**src/rtl/serial_bit_feeder_if.sv**
```systemverilog
// Handshake and serial-output bundle between a word producer and the serial bit feeder.
// The master side produces words; the slave side (the feeder) drives the serial stream.
interface serial_bit_feeder_if #(
  parameter int WIDTH = 8
);
  logic [WIDTH-1:0] data_in;
  logic             load;
  logic             ready;
  logic             dout;
  logic             dout_valid;
  logic             busy;
  logic             done;

  modport master (
    output data_in, load,
    input  ready, dout, dout_valid, busy, done
  );

  modport slave (
    input  data_in, load,
    output ready, dout, dout_valid, busy, done
  );
endinterface

```
**src/rtl/serial_bit_feeder.sv**
```systemverilog
// Parallel-to-serial feeder: shifts WIDTH-bit words out one bit per clock, gapless
// across back-to-back words, with registered dout/dout_valid/busy/done.
module serial_bit_feeder #(
  parameter int WIDTH     = 8,
  parameter bit MSB_FIRST = 1'b1,
  parameter bit IDLE_BIT  = 1'b0
) (
  input logic           clk,
  input logic           reset,
  serial_bit_feeder_if.slave bus
);
  localparam int CW = $clog2(WIDTH);
  localparam logic [CW-1:0] LAST = CW'(WIDTH - 1);

  typedef enum logic {IDLE, SHIFT} state_t;

  state_t           state_q, state_d;
  logic [CW-1:0]    cnt_q, cnt_d;
  logic [WIDTH-1:0] shreg_q, shreg_d;
  logic             dout_q, dout_d;
  logic             dout_valid_q, dout_valid_d;
  logic             busy_q, busy_d;
  logic             done_q, done_d;
  logic             ready;
  logic             accept;

  function automatic logic head_bit(input logic [WIDTH-1:0] w);
    return MSB_FIRST ? w[WIDTH-1] : w[0];
  endfunction

  function automatic logic [WIDTH-1:0] shift_one(input logic [WIDTH-1:0] w);
    return MSB_FIRST ? {w[WIDTH-2:0], 1'b0} : {1'b0, w[WIDTH-1:1]};
  endfunction

  // Accepting on the last-bit cycle is what keeps consecutive words gapless.
  assign ready  = (state_q == IDLE) | ((state_q == SHIFT) & (cnt_q == LAST));
  assign accept = bus.load & ready;

  always_comb begin
    state_d      = state_q;
    cnt_d        = cnt_q;
    shreg_d      = shreg_q;
    dout_d       = IDLE_BIT;
    dout_valid_d = 1'b0;
    busy_d       = 1'b0;
    done_d       = 1'b0;
    if (accept) begin
      state_d      = SHIFT;
      cnt_d        = '0;
      shreg_d      = bus.data_in;
      dout_d       = head_bit(bus.data_in);
      dout_valid_d = 1'b1;
      busy_d       = 1'b1;
    end else if (state_q == SHIFT) begin
      if (cnt_q == LAST) begin
        state_d = IDLE;
      end else begin
        shreg_d      = shift_one(shreg_q);
        cnt_d        = cnt_q + CW'(1);
        dout_d       = head_bit(shreg_d);
        dout_valid_d = 1'b1;
        busy_d       = 1'b1;
        done_d       = (cnt_d == LAST);
      end
    end
  end

  always_ff @(posedge clk) begin
    if (reset) begin
      state_q      <= IDLE;
      cnt_q        <= '0;
      shreg_q      <= '0;
      dout_q       <= IDLE_BIT;
      dout_valid_q <= 1'b0;
      busy_q       <= 1'b0;
      done_q       <= 1'b0;
    end else begin
      state_q      <= state_d;
      cnt_q        <= cnt_d;
      shreg_q      <= shreg_d;
      dout_q       <= dout_d;
      dout_valid_q <= dout_valid_d;
      busy_q       <= busy_d;
      done_q       <= done_d;
    end
  end

  assign bus.ready      = ready;
  assign bus.dout       = dout_q;
  assign bus.dout_valid = dout_valid_q;
  assign bus.busy       = busy_q;
  assign bus.done       = done_q;
endmodule

```
**src/flat_wrapper.sv**
```systemverilog
// flat-port wrapper written by rule: the top's interface ports become plain ports
module serial_bit_feeder_flat 
#(
  parameter int WIDTH     = 8,
  parameter bit MSB_FIRST = 1'b1,
  parameter bit IDLE_BIT  = 1'b0
)
  (clk, reset, bus_data_in, bus_load, bus_ready, bus_dout, bus_dout_valid, bus_busy, bus_done);
  serial_bit_feeder_if #(.WIDTH(WIDTH)) bus_i ();
  input logic clk;
  input logic reset;
  input wire logic [$bits(bus_i.data_in)-1:0] bus_data_in;
  input wire logic [$bits(bus_i.load)-1:0] bus_load;
  output wire logic [$bits(bus_i.ready)-1:0] bus_ready;
  output wire logic [$bits(bus_i.dout)-1:0] bus_dout;
  output wire logic [$bits(bus_i.dout_valid)-1:0] bus_dout_valid;
  output wire logic [$bits(bus_i.busy)-1:0] bus_busy;
  output wire logic [$bits(bus_i.done)-1:0] bus_done;
  assign bus_i.data_in = bus_data_in;
  assign bus_i.load = bus_load;
  assign bus_ready = bus_i.ready;
  assign bus_dout = bus_i.dout;
  assign bus_dout_valid = bus_i.dout_valid;
  assign bus_busy = bus_i.busy;
  assign bus_done = bus_i.done;
  serial_bit_feeder #(.WIDTH(WIDTH), .MSB_FIRST(MSB_FIRST), .IDLE_BIT(IDLE_BIT)) u_core (.clk(clk), .reset(reset), .bus(bus_i));
endmodule
```
**config.mk**
```make
export PLATFORM = sky130hd
export DESIGN_NAME = serial_bit_feeder_flat
export DESIGN_NICKNAME = d
export VERILOG_FILES = /design/src/rtl/serial_bit_feeder_if.sv /design/src/rtl/serial_bit_feeder.sv /design/src/flat_wrapper.sv
export SDC_FILE = /design/constraint.sdc
export NUM_CORES = 1
export LEC_CHECK = 0
export CAP_MARGIN = 20
export CORE_AREA = 2 2 41 43
export CTS_CLUSTER_SIZE = 28
export DETAILED_ROUTE_END_ITERATION = 8
export DIE_AREA = 0 0 43 45
export GPL_ROUTABILITY_DRIVEN = 0
export MAX_ROUTING_LAYER = met4
export PLACE_DENSITY = 0.71
export SLEW_MARGIN = 15
export SYNTH_ARGS = -nofsm -noshare
export SYNTH_HDL_FRONTEND = slang
export SYNTH_SLANG_ARGS = --single-unit
```
**constraint.sdc**
```tcl
create_clock -name clk -period 1.6 [get_ports clk]
set_input_delay 0.32 -clock clk [delete_from_list [all_inputs] [get_ports clk]]
set_output_delay 0.32 -clock clk [all_outputs]
set_load 0.005 [all_outputs]
```
# Yosys cells after proc, flatten, opt, wreduce, memory -nomap -nowiden
# Index checks and enable logic that the tools add are counted.
# W data, S select, Z words.
[totals]
regBits = 13
out_inout_bits = 5
[op_classes]
n_eq_ne = 3
addsub = 1
reduce_logical = 5
bitwise_logic = 5
n_mux = 9
[op_table]
columns = ["op", "n"]
rows = [
  ["$mux W7", 3],
  ["$eq A3 B3 Y1 const B", 2],
  ["$mux W1", 6],
  ["$reduce_and A2 Y1", 2],
  ["$reduce_or A4 Y1", 1],
  ["$add A3 B1 Y3 const B", 1],
  ["$and A1 B1 Y1", 2],
  ["$ne A2 B1 Y1 const B", 1],
  ["$not A1 Y1", 2],
  ["$reduce_bool A2 Y1", 1],
  ["$reduce_or A2 Y1", 1],
  ["$or A1 B1 Y1", 1],
]

# Longest topological paths before layout
[depth]
depth_word = 6
mapped_depth = 8
mapped_depth_nobuf = 6

# Worst setup path after synthesis
# OpenSTA, ideal clock, no wires.
[synth_timing]
path_type = "register to output"
startpoint = "reg u_core.cnt_q[1]"
endpoint = "out bus_ready"
arrival_ns = 1.097
n_path_buf = 2
path_slack_ns = 0.183
t_required_ns = 1.280
stages_incl_launch_ff = 7
cell_sequence = "dfxtp_1 ha_1 ha_1 nor2b_4 buf_6 inv_6 buf_6"
[synth_via]
elab_chain_cells = 3
[synth_rtl]
columns = ["item", "line", "source"]
rows = [
  ["start, declared", "serial_bit_feeder.sv:18", "logic [CW-1:0] cnt_q, cnt_d;"],
  ["start signal, assigned", "serial_bit_feeder.sv:79", "cnt_q <= cnt_d;"],
  ["$eq A3 B3 Y1", "serial_bit_feeder.sv:36", "assign ready = (state_q == IDLE) | ((state_q == SHIFT) & (cnt_q == LAST));"],
  ["$and A1 B1 Y1", "serial_bit_feeder.sv:36", ""],
  ["$or A1 B1 Y1", "serial_bit_feeder.sv:36", ""],
  ["end, declared", "flat_wrapper.sv:14", "output wire logic [$bits(bus_i.ready)-1:0] bus_ready;"],
]
# No other way between the ends.

# Worst setup path in the final report
[layout_timing]
startpoint = "reg u_core.cnt_q[0]"
endpoint = "out bus_ready"
# Same word-level chain as after synthesis.

==> results.json <==
{
  "status": "completed",
  "ys_types": 19,
  "cts_setup_buffers": 0,
  "synth_nets": 74,
  "min_period_ps": 1547,
  "cts_tree": "yes",
  "dieArea_sq_um": 1935,
  "synth_top_family_by_area": "simple AND/OR/NAND/NOR gates",
  "layout_commonest_cell": "clkdlybuf4s50_1",
  "final_cell_mix": "14 x clkdlybuf4s50_1, 11 x dfxtp_1, 8 x nor2_1",
  "cts_root_buf": "clkbuf_4",
  "netlist_instances": 60,
  "finalCritPeriodShare_pct": 96.68,
  "whs_ps": 457.5,
  "post_drt_wl_per_cell_microns": 11.45,
  "rsz0062_at_grt": "no",
  "antenna_found_initial": 0,
  "clock-sinks": 13,
  "maxSlewViolCount": 0,
  "place_area_sq_um": 810.8,
  "grt_use_met3_pct": 1.200,
  "place_ws_ps": -44.26,
  "cts_buffers": 3,
  "grt-busiest-layer": "met2",
  "crit_path_start_kind": "flip-flop",
  "peakVddDrop_mv": 0.3876,
  "coreArea_sq_um": 1471,
  "layout.nets": 95,
  "synth-compound-area-share_pct": 16.67,
  "h-tree-depth": 1,
  "final.setup.tns_ps": 0,
  "layout-drive-gt1-share_pct": 33.75,
  "netlist.area_leader.share_pct": 40.78,
  "crit_required_ps": 1280,
  "die_w_microns": 43,
  "grt_util_met1_pct": 14.57,
  "crit_path_max_fanout": 2,
  "grt_usage_pct": 13.22,
  "setup.worst_path.end_class": "output pin",
  "viasPerCell": 5.073,
  "hold_class": "flip-flop to flip-flop",
  "vias": 487,
  "max_slew_margin_pct": 88.81,
  "syn_area_per_cell_sq_um": 10.64,
  "power_leakage_nw": 0.3398,
  "setup_ws_ps": 53.14,
  "firstDrtPassIters": 2,
  "clock_path_buffers": 2,
  "cp.arrival_ps": 1230,
  "synthXorXnorAreaFrac_pct": 0,
  "yosys.area_share.simple_pct": 17.06,
  "drtIter0Drc": 1,
  "grt_pass1_wl_microns": 1849,
  "io_buffers": 15,
  "dp_hpwl_microns": 801.4,
  "clkTransAtPathRegs_ps": 80,
  "synth_fa_ha_area_share_pct": 5.882,
  "first_global_vias": 468,
  "fmax_mhz": 646.5,
  "io_pins": 16,
  "drt-total-wl_microns": 1099,
  "fin_area_sq_um": 859.6,
  "clk-insertion-delay-late_ps": 270,
  "seq_area_sq_um": 262.8,
  "synthTopCellsByArea": "dfxtp_1 41%, a211oi_2 12%, mux2i_1 11%",
  "power.density_nw_per_um2": 795.9,
  "synth_top_area_cell": "dfxtp_1",
  "max_cap_viol_count": 0,
  "synthMuxAreaShare_pct": 10.98,
  "met2_usage_pct": 22.73,
  "antenna_cells": 0,
  "syn_area_sq_um": 638.1,
  "multi_input_area_sq_um": 347.8,
  "grt_max_degree": 17,
  "yosysSeqAreaShare_pct": 40.78,
  "yosysWarnings": 0,
  "antenna_left": 0,
  "hold_viol": 0,
  "clock-skew-final_ps": 1.129,
  "critical_path_class": "flip-flop to output pin",
  "area_delta_synth_final_pct": 34.71,
  "ys_ff_latch": 13,
  "drc": 0,
  "grt_overflow": 0,
  "power_w": 0.0006841,
  "fillers": 144,
  "worst_pin_slew_ps": 163.2,
  "die_h_microns": 45,
  "start_util_pct": 43.37,
  "setup-violations-final": 0,
  "hold_buffers": 0,
  "row_count": 14
}
==> Yosys cell counts <==
cell type	number
or3_1	1
a21oi_1	1
nand3b_2	2
nor3_1	2
nand2_1	4
ha_1	3
buf_2	1
buf_6	2
inv_6	1
buf_4	2
a21oi_2	3
mux2i_1	7
a211oi_2	6
nand2b_1	1
dfxtp_1	13
nor2_1	8
inv_1	1
nor2b_4	1
nand3_1	1
==> layout make-up <==
type / count / area share, %
multi-input combinational: 40 / 40.47
sequential: 13 / 30.57
timing repair buffer: 21 / 22.13
clock buffer: 4 / 3.057
tap: 16 / 2.329
inverter: 2 / 1.456
==> where the power goes <==
part / total (W) / switching (W) / internal (W)
clock: 0.000200 / 0.000103 / 0.0000965
combinational: 0.000129 / 0.0000559 / 0.0000733
sequential: 0.000355 / 0.0000111 / 0.000344
==> final timing paths <==
check	start	endpoint	slack [ps]	cells past startpoint
setup / recovery	u_core.cnt_q[0]$_SDFFE_PP0P_	bus_ready	50	5
hold / removal	u_core.shreg_q[6]$_SDFFE_PP0P_	u_core.bus.dout$_SDFF_PP0_	460	2
setup reg to reg	u_core.cnt_q[0]$_SDFFE_PP0P_	u_core.shreg_q[3]$_SDFFE_PP0P_	260	7
hold reg to reg	u_core.shreg_q[6]$_SDFFE_PP0P_	u_core.bus.dout$_SDFF_PP0_	460	2
==> metrics by stage <==
| stage | instances | util, % |
|---|---|---|
| 2_1_floorplan | 60 | - |
| 3_3_place_gp | 92 | 55.10 |
| 4_1_cts | 96 | 58.42 |
| 3_5_place_dp | 92 | 55.10 |
| 6_report | 96 | 58.42 |
| 5_1_grt | 96 | 58.42 |
==> sequential cells by signal, summed over array words and instances (netlist names) <==
signal / cells
u_core.cnt_q: 3
u_core.shreg_q: 7
u_core.bus.done: 1
u_core.bus.dout: 1
u_core.state_q: 1
==> kinds of logic after synthesis <==
family,Yosys count
buffers and inverters,7
adders and majority gates,3
and+or+nand+nor,20
muxes,7
AOI/OAI and AO/OA,10
DFF,13
==> layer usage <==
layer / vias up / part of all wire, % / wire (microns)
li1: 246 / - / -
met1: 230 / 43 / 468
met2: 9 / 52 / 574
met3: 2 / 3.8 / 42
met4: 0 / 1.3 / 14
met5: - / 0 / 0
==> worst max-delay path: stages (launching register included) <==
cell and delay [ps]:
dfxtp_2 340, ha_4 160, ha_4 150, nor2b_4 150
inv_6 30, buf_2 120
==> timing repair <==
action | in CTS | in global routing
hold endpoints to repair | 0 | 0
resized for setup | 10 | 0
setup endpoints to repair | 1 | 0
Power figures use the tool's default switching activity.
